<file path="config.mk">
export PLATFORM = sky130hd
export DESIGN_NAME = st2bus_turbo
export DESIGN_NICKNAME = d
export VERILOG_FILES = /design/src/rtl/st2bus_turbo.sv
export SDC_FILE = /design/constraint.sdc
export NUM_CORES = 2
export LEC_CHECK = 0
export BUFFER_PORTS_ARGS = -buffer_cell sky130_fd_sc_hd__buf_2
export CAP_MARGIN = 20
export CORE_AREA = 2 2 369 371
export CTS_CLUSTER_DIAMETER = 30
export CTS_CLUSTER_SIZE = 10
export DETAILED_ROUTE_END_ITERATION = 12
export DIE_AREA = 0 0 371 373
export GPL_TIMING_DRIVEN = 0
export SLEW_MARGIN = 20
export SYNTH_ARGS = -nofsm -noshare
export SYNTH_HDL_FRONTEND = slang
export SYNTH_SLANG_ARGS = --single-unit
export TNS_END_PERCENT = 100
</file>
<file path="constraint.sdc">
create_clock -name clk_st -period 9 [get_ports clk_st]
set_input_delay 1.35 -clock clk_st [delete_from_list [all_inputs] [get_ports clk_st]]
set_output_delay 1.35 -clock clk_st [all_outputs]
set_load 0.05 [all_outputs]
</file>
<file path="src/rtl/st2bus_turbo.sv">
// st2bus_turbo: packs ST-bit decoder beats, lowest bits first, into BUS-bit words, NUM_BUS_PER_TURBO_PKT words per packet.
// Latency: 1 cycle from the beat that completes or ends a word to bus_valid.
// Backpressure: source_ready = !bus_valid || bus_ready. A stalled output word holds off the whole input.
// Ports: clk_st, rst (synchronous, active high); source_* beat input; bus_* word output; pkt_done pulse.
// Option: define ST2BUS_ERR_CNT_EN to add err_cnt[15:0], a saturating count of words emitted with bus_err=1.
// Assumes NUM_ST_PER_BUS > 1. A sop beat arriving mid-packet has its eop ignored.
module st2bus_turbo #(
    parameter int ST                    = 8,
    parameter int BUS                   = 512,
    parameter int NUM_ST_PER_BUS        = 64,
    parameter int NUM_BUS_PER_TURBO_PKT = 2
) (
    input  logic           clk_st,
    input  logic           rst,
    input  logic           source_valid,
    output logic           source_ready,
    input  logic           source_sop,
    input  logic           source_eop,
    input  logic [ST-1:0]  source_data_s,
    output logic [BUS-1:0] bus_data,
    output logic           bus_valid,
    input  logic           bus_ready,
    output logic           bus_last,
    output logic           bus_err,
    output logic           pkt_done
`ifdef ST2BUS_ERR_CNT_EN
    ,
    output logic [15:0]    err_cnt
`endif
);
    localparam int KW = (NUM_ST_PER_BUS > 1) ? $clog2(NUM_ST_PER_BUS) : 1;
    localparam int WW = (NUM_BUS_PER_TURBO_PKT > 1) ? $clog2(NUM_BUS_PER_TURBO_PKT) : 1;
    localparam logic [KW-1:0] K_LAST = KW'(NUM_ST_PER_BUS - 1);
    localparam logic [WW-1:0] W_LAST = WW'(NUM_BUS_PER_TURBO_PKT - 1);

    // DISCARD is the COLLECT-discard phase: it skips beats after a packet overran its size without eop.
    typedef enum logic [1:0] {IDLE, COLLECT, DISCARD} state_t;
    state_t state_q, state_d;

    logic [BUS-1:0] fill_q, fill_d;
    logic [KW-1:0]  k_q, k_d;
    logic [WW-1:0]  wcnt_q, wcnt_d;
    logic           drop_q, drop_d;

    logic           beat_fire;
    logic           take;       // beat is written into the packet at (wcnt_q, k_q)
    logic           flush;      // sop inside a packet closes the current partial word
    logic           word_end;
    logic           pkt_end;
    logic [BUS-1:0] merged;
    logic           emit;
    logic [BUS-1:0] emit_data;
    logic           emit_last;
    logic           emit_err;

    assign source_ready = !bus_valid || bus_ready;
    assign beat_fire    = source_valid && source_ready;
    assign word_end     = (k_q == K_LAST);
    assign pkt_end      = word_end && (wcnt_q == W_LAST);

    // k_q and wcnt_q are zero outside COLLECT, so a sop beat in IDLE or DISCARD lands at beat 0 of word 0.
    assign take  = beat_fire && (((state_q == IDLE || state_q == DISCARD) && source_sop) ||
                                 (state_q == COLLECT && !source_sop));
    assign flush = beat_fire && (state_q == COLLECT) && source_sop;

    always_comb begin
        merged = fill_q;
        merged[int'(k_q)*ST +: ST] = source_data_s;
    end

    // State register
    always_ff @(posedge clk_st) begin
        if (rst) begin
            state_q <= IDLE;
        end else begin
            state_q <= state_d;
        end
    end

    // Next-state logic
    always_comb begin
        state_d = state_q;
        if (take) begin
            if (source_eop) begin
                state_d = IDLE;
            end else if (pkt_end) begin
                state_d = DISCARD;
            end else begin
                state_d = COLLECT;
            end
        end else if (flush) begin
            state_d = COLLECT;
        end else if (beat_fire && state_q == DISCARD && source_eop) begin
            state_d = IDLE;
        end
    end

    // Output and datapath decisions
    always_comb begin
        emit      = 1'b0;
        emit_data = merged;
        emit_last = 1'b0;
        emit_err  = 1'b0;
        fill_d    = fill_q;
        k_d       = k_q;
        wcnt_d    = wcnt_q;
        drop_d    = drop_q;
        if (flush) begin
            emit            = 1'b1;
            emit_data       = fill_q;
            emit_last       = 1'b1;
            emit_err        = 1'b1;
            fill_d          = '0;
            fill_d[ST-1:0]  = source_data_s;
            k_d             = KW'(1);
            wcnt_d          = '0;
        end else if (take) begin
            if (source_eop || word_end) begin
                emit      = 1'b1;
                emit_data = merged;
                emit_last = source_eop || pkt_end;
                // An eop that does not coincide with the final beat is an error either way round.
                emit_err  = drop_q || (source_eop != pkt_end);
                // The emitted word is cleared so a later early eop leaves the unfilled beats zero.
                fill_d    = '0;
                k_d       = '0;
                wcnt_d    = emit_last ? '0 : wcnt_q + 1'b1;
            end else begin
                fill_d = merged;
                k_d    = k_q + 1'b1;
            end
        end else if (beat_fire && state_q == IDLE) begin
            drop_d = 1'b1;
        end
        if (emit) begin
            drop_d = 1'b0;
        end
    end

    // Datapath and output registers. emit only happens when the output register is free or draining,
    // so the registered word stays stable while it is stalled.
    always_ff @(posedge clk_st) begin
        if (rst) begin
            fill_q    <= '0;
            k_q       <= '0;
            wcnt_q    <= '0;
            drop_q    <= 1'b0;
            bus_data  <= '0;
            bus_valid <= 1'b0;
            bus_last  <= 1'b0;
            bus_err   <= 1'b0;
            pkt_done  <= 1'b0;
        end else begin
            fill_q   <= fill_d;
            k_q      <= k_d;
            wcnt_q   <= wcnt_d;
            drop_q   <= drop_d;
            pkt_done <= bus_valid && bus_ready && bus_last;
            if (emit) begin
                bus_valid <= 1'b1;
                bus_data  <= emit_data;
                bus_last  <= emit_last;
                bus_err   <= emit_err;
            end else if (bus_ready) begin
                bus_valid <= 1'b0;
            end
        end
    end

`ifdef ST2BUS_ERR_CNT_EN
    always_ff @(posedge clk_st) begin
        if (rst) begin
            err_cnt <= '0;
        end else if (emit && emit_err && err_cnt != 16'hFFFF) begin
            err_cnt <= err_cnt + 16'd1;
        end
    end
`endif

endmodule

</file>
* After elaboration in Yosys (flattened, before gate mapping) *
Index checks and enable logic that the tools add are counted.

word-level totals
  output and inout bits = 517
  logic and storage cells = 76
  register bits after elaboration = 1,038
  bits of input ports = 14

cells by class
  bitwise logic cells = 2
  shifts and indexed selects = 2
  equal/unequal tests = 4
  add/subtract/negate cells = 3
  muxes and demuxes = 25
  reductions and logical operators = 28

operators by type and width
  kind                                                    count
  2-to-1 mux 512 bit                                      2
  bitwise mux 512 bit                                     1
  variable shift 8 x 33 -> 512 bit, first input constant  1
  indexed part select 8 x 33 -> 512 bit                   1
  negation 9 -> 33 bit                                    1
  2-to-1 mux 8 bit                                        2
  2-to-1 mux 1 bit                                        14
  logical AND 1 bit                                       12
  2-to-1 mux 2 bit                                        5
  adder 6 x 1 -> 6 bit, second input constant             1
  == test 6 bit, second input constant                    1
  logical OR 1 bit                                        6
  2-to-1 mux 6 bit                                        1
  nonzero test 2 bit                                      2
  OR reduction 2 bit                                      2
  AND reduction 3 bit                                     1
  nonzero test 3 bit                                      1
  == test 2 x 1 -> 1 bit, second input constant           1
  == test 2 bit, second input constant                    1
  logical NOT 1 bit                                       2
  logical NOT 2 bit                                       1
  NOT 1 bit                                               2
  AND reduction 2 bit                                     1
  adder 1 bit, second input constant                      1
  inequality test 1 bit                                   1

* Logic depth before layout (Yosys ltp) *
  depth after elaboration = 8
  depth in mapped cells = 14
  depth with buffers taken out = 9

* Worst setup path after synthesis *
OpenSTA, ideal clock, no wires.

  kind = input-to-reg
  start = in bus_ready
  end = reg bus_data[292]
  library setup time = 122 ps
  stages = 9
  arrival = 3,383 ps
  path slack = 5,495 ps
  path buffers = 4
  required time = 8,878 ps
  cell sequence = nand2b_1 -> buf_2 -> o211ai_1 -> buf_2 -> nor2_2 -> nor2_1 -> clkbuf_1 -> buf_1 -> a221o_1

between the ends
  longest elaborated chain between the ends = 5
  elaborated cells on any way between the ends = 8
  those cells by class = mux (3); reduce/logical (5)

ends and longest elaborated chain
  what                                                    line     source
  start: declaration                                      22       input logic bus_ready,
  logical OR 1 bit (*)                                    56       assign source_ready = !bus_valid || bus_ready;
  net source_ready                                        16       output logic source_ready,
  logical AND 1 bit (*)                                   57       assign beat_fire = source_valid && source_ready;
  logical AND 1 bit (on tied branches)                    62, 64
  2-to-1 mux 1 bit or logical AND 1 bit (tied branches)   117, 64
  2-to-1 mux 1 bit or 2-to-1 mux 512 bit (tied branches)  108      if (flush) begin
  end signal: assignment                                  161      bus_data <= emit_data;
  end: declaration                                        20       output logic [BUS-1:0] bus_data,

Mark *: on every way through the listed nets, which the timed path passes. The rest lies on a longest branch.
A chain may end at the register's enable or synchronous reset.

* Final worst setup path *
  start = reg k_q[0]
  end = reg fill_q[10]

between the ends
  longest elaborated chain between the ends = 4
  elaborated cells on any way between the ends = 7
  those cells by class = add/sub (1); eq/ne (1); shift (2); mux (2); reduce/logical (1)

ends and longest elaborated chain
  what                                                                                       line  source
  start: declaration                                                                         41    logic [KW-1:0] k_q, k_d;
  start signal: assignment                                                                   155   k_q <= k_d;
  negation 9 -> 33 bit                                                                       68    merged[int'(k_q)*ST +: ST] = source_data_s;
  indexed part select 8 x 33 -> 512 bit or variable shift 8 x 33 -> 512 bit (tied branches)  68
  bitwise mux 512 bit                                                                        68
  2-to-1 mux 512 bit (*)                                                                     118   if (source_eop || word_end) begin
  end signal: assignment                                                                     154   fill_q <= fill_d;
  end: declaration                                                                           40    logic [BUS-1:0] fill_q, fill_d;

Mark *: on every way between the ends. The rest lies on a longest branch, timed or not.

==> reports/qor.yml <==
run_status:
  run_status: "finished, final reports clean"
critical_path:
  worst_r2r_path_depth: 9
  path_class: "flip-flop to flip-flop"
  cp_common_cell: "clkbuf_1"
  cpPeakStageDelay_ns: 0.78
  cp.arrival_ns: 5.71
  crit_start: "k_q[0]"
  crit_end: "fill_q[10]"
  reg2reg_from: "k_q[0]"
  worstReg2RegEnd: "fill_q[10]"
  required_ns: 9.76
  worstSetupPathDepth: 9
  critPathCaptureType: "flip-flop"
  worst-path-buf-inv: 5
  start_kind: "flip-flop"
  rrSetupSlack_ns: 4.05
  critPathTopFamily: "buffers and inverters"
  crit_chain: "buf_2, clkinv_1, ha_1, clkbuf_1, clkbuf_1, clkbuf_1, nand4_1, nor2_1, a22o_1"
  cpMaxStageDelayCell: "nand4_1"
  critPathMaxFanout: 10
final_layout:
  syn_to_final_growth_pct: 31.6
  multi_input_area_um2: 18200
  fillCellCount: 13500
  drive_above_1_share_pct: 20.9
  layout_common_cells: "dfxtp_1, nand2_1, buf_2"
  seqCellArea_um2: 20800
  nets: 5023
  layout_commonest_cell: "dfxtp_1"
  final_util_pct: 39.3
clocking:
  clk_latency_ns: 0.83
  tritoncts: "built"
  cts_buffers: 212
  cts-htree-levels: 4
  path_clk_slew_ns: 0.05
  cts_buffer_depth: 3
  cts-root-buf: "clkbuf_16"
  postCtsSetupBuffers: 0
  postCtsResizedCells: 0
  cts_sinks: 1038
  postCtsHoldBufs: 0
global_route:
  grt_pass1_wl_um: 268000
  track_usage_pct: 26.8
  antenna_found_initial: 17
  grt_max_degree: 17
  grt_pass1_vias: 36600
  grt-ovfl-total: 0
power:
  p_leak_nw: 21.1
  p_per_area_nw_per_um2: 254
  ir_worst_vdd_uv: 159
sta:
  min_period_ns: 4.95
  maxSlewHeadroom_pct: 18.2
  rsz0062_at_grt: "no"
  hold_violations: 0
  worstMarginPinSlew_ns: 1.23
  fin_tns_setup_ns: 0
  clock_skew_ns: 0.0347
  finalMaxSlewViolations: 0
  max_freq_mhz: 202
  period_share_pct: 55.0
  final-setup-viol-count: 0
drt:
  routed_wirelength_um: 193000
  vias: 38900
  dr.first_iter.drc_count: 4457
  drt-wirelength-per-cell_um: 27.7
  drc: 0
  antenna_left: 0
  first_pass_iters: 5
  vias_per_cell: 5.58
place:
  gp_congestion: 0.979
  dp_hpwl_um: 146000
  port_buffers: 527
synthesis:
  syn-num-nets: 4278
  avgSynthCellArea_um2: 9.43
  yosysSeqAreaShare_pct: 51.7
  synth_edf_count: 0
  synth-seq-cells: 1038
  synth_ff_type: "dfxtp_1"
  synth_cells: 4259
  synth_warnings: 0
  synth.distinct_cells: 79
  synth_area_um2: 40200
  synth-async-reset-ratio_pct: 0
floorplanning:
  rows: 135
  io_pins: 531
  core_area_um2: 135000
  die-width_um: 371
  die_area_um2: 138000
  die_h_um: 373
  start_util_pct: 29.8
hold_path:
  hold_path_class: "flip-flop to flip-flop"
run:
  max-cap-violations: 0
synth_stat cells (5+ instances only):
cell | n | share of area (%)
nand2b_1 | 9 | 0.14
nor2_2 | 8 | 0.12
buf_2 | 60 | 0.75
o21a_1 | 8 | 0.15
a31oi_1 | 11 | 0.17
o21ai_0 | 315 | 3.9
clkbuf_1 | 194 | 1.8
o211a_1 | 12 | 0.30
dfxtp_1 | 1038 | 52
nand2_1 | 603 | 5.6
nand3_1 | 49 | 0.61
ha_1 | 5 | 0.16
and2_0 | 8 | 0.12
o2bb2a_1 | 41 | 1.0
a32o_1 | 19 | 0.47
o22ai_1 | 7 | 0.11
or3_1 | 11 | 0.17
a221o_1 | 207 | 5.2
nor2_1 | 477 | 4.5
and3_1 | 61 | 0.95
mux2i_1 | 165 | 4.1
a22oi_1 | 11 | 0.21
buf_4 | 13 | 0.24
nor2_4 | 6 | 0.17
inv_1 | 15 | 0.14
a22o_1 | 313 | 6.8
o211ai_1 | 18 | 0.34
nor4_1 | 7 | 0.11
o21ai_1 | 27 | 0.34
a21oi_1 | 142 | 1.8
o2bb2ai_1 | 16 | 0.35
o22a_1 | 49 | 1.1
or2_2 | 5 | 0.078
and2_1 | 13 | 0.20
buf_1 | 10 | 0.093
o221ai_1 | 8 | 0.17
nor3_1 | 112 | 1.4
nand4_1 | 22 | 0.34
xnor2_1 | 7 | 0.15
nor3_4 | 9 | 0.36
a32oi_1 | 60 | 1.3
nor3_2 | 18 | 0.45
how the worst min path moves through the flow:
stage | startpoint | end | slack, ns | depth (start not counted)
after floorplan | fill_q[224] | fill_q[224] | 0.42 | 2
after global placement | bus_data[362] | bus_data[362] | 0.43 | 2
after detailed placement | bus_data[500] | bus_data[500] | 0.44 | 2
after CTS | bus_data[500] | bus_data[500] | 0.45 | 2
after global routing | bus_data[329] | bus_data[329] | 0.46 | 2
final | bus_data[492] | bus_data[492] | 0.44 | 2
through the flow:
step / hold WS [ns] / power [mW] / instances / cell area [um2] / setup slack, ns
global placement: 0.431 / 5.14 / 6567 / 45000 / 3.62
floorplan: 0.424 / 4.94 / 4259 / 40200 / 5.49
finish: 0.444 / 13.4 / 6976 / 52900 / 4.05
CTS: 0.448 / 13.4 / 6972 / 52900 / 4.34
global route: 0.461 / 13.7 / 6972 / 52900 / 4.04
detailed placement: 0.437 / 5.14 / 6571 / 45200 / 3.61
cell families after synthesis:
group | count (synthesis) | synth area share [%]
AO/OA/AOI/OAI | 1297 | 24.7
XOR/XNOR | 10 | 0.237
adder cells (fa/ha/maj) | 5 | 0.156
buffers and inverters | 298 | 3.14
flip-flops | 1038 | 51.7
multiplexers | 165 | 4.11
AND/OR/NAND/NOR | 1446 | 16.0
cell type report:
cell class | instances | area share [%]
plain buffers | 281 | 2.27
repair buffers | 531 | 5.06
multi-input cells | 2923 | 34.5
flip-flops and latches | 1038 | 39.3
well taps | 1781 | 4.21
clock buffers | 265 | 11.1
inverters | 17 | 0.121
clock inverters | 136 | 3.48
diodes | 4 | 0.0189
sequential cells by signal (all words and copies together), names as in the netlist:
| register | count |
|---|---|
| bus_data | 512 |
| k_q | 6 |
| bus_valid | 1 |
| pkt_done | 1 |
| state_q | 2 |
| bus_err | 1 |
| wcnt_q | 1 |
| bus_last | 1 |
| drop_q | 1 |
| fill_q | 512 |
worst register-to-register path, delay by kind of cell (launching register included):
family          cells  cell delay, ns
compound gates      1            0.24
fa+ha+maj           1            0.41
buf+inv             5            2.39
flops               1            0.32
simple gates        2            1.53
power by group:
group	total, mW	switching, mW	internal, mW
Sequential	4.62	0.00459	4.61
Clock	8.35	2.78	5.57
Combinational	0.458	0.394	0.0642
Total	13.4	3.18	10.2
layer usage:
layer  share of wire, %  track usage [%]
met5              0.047                0
met4                4.9             13.1
met3                 11             9.28
met2                 44             41.1
met1                 39             33.3
Power figures use the tool's default switching activity.
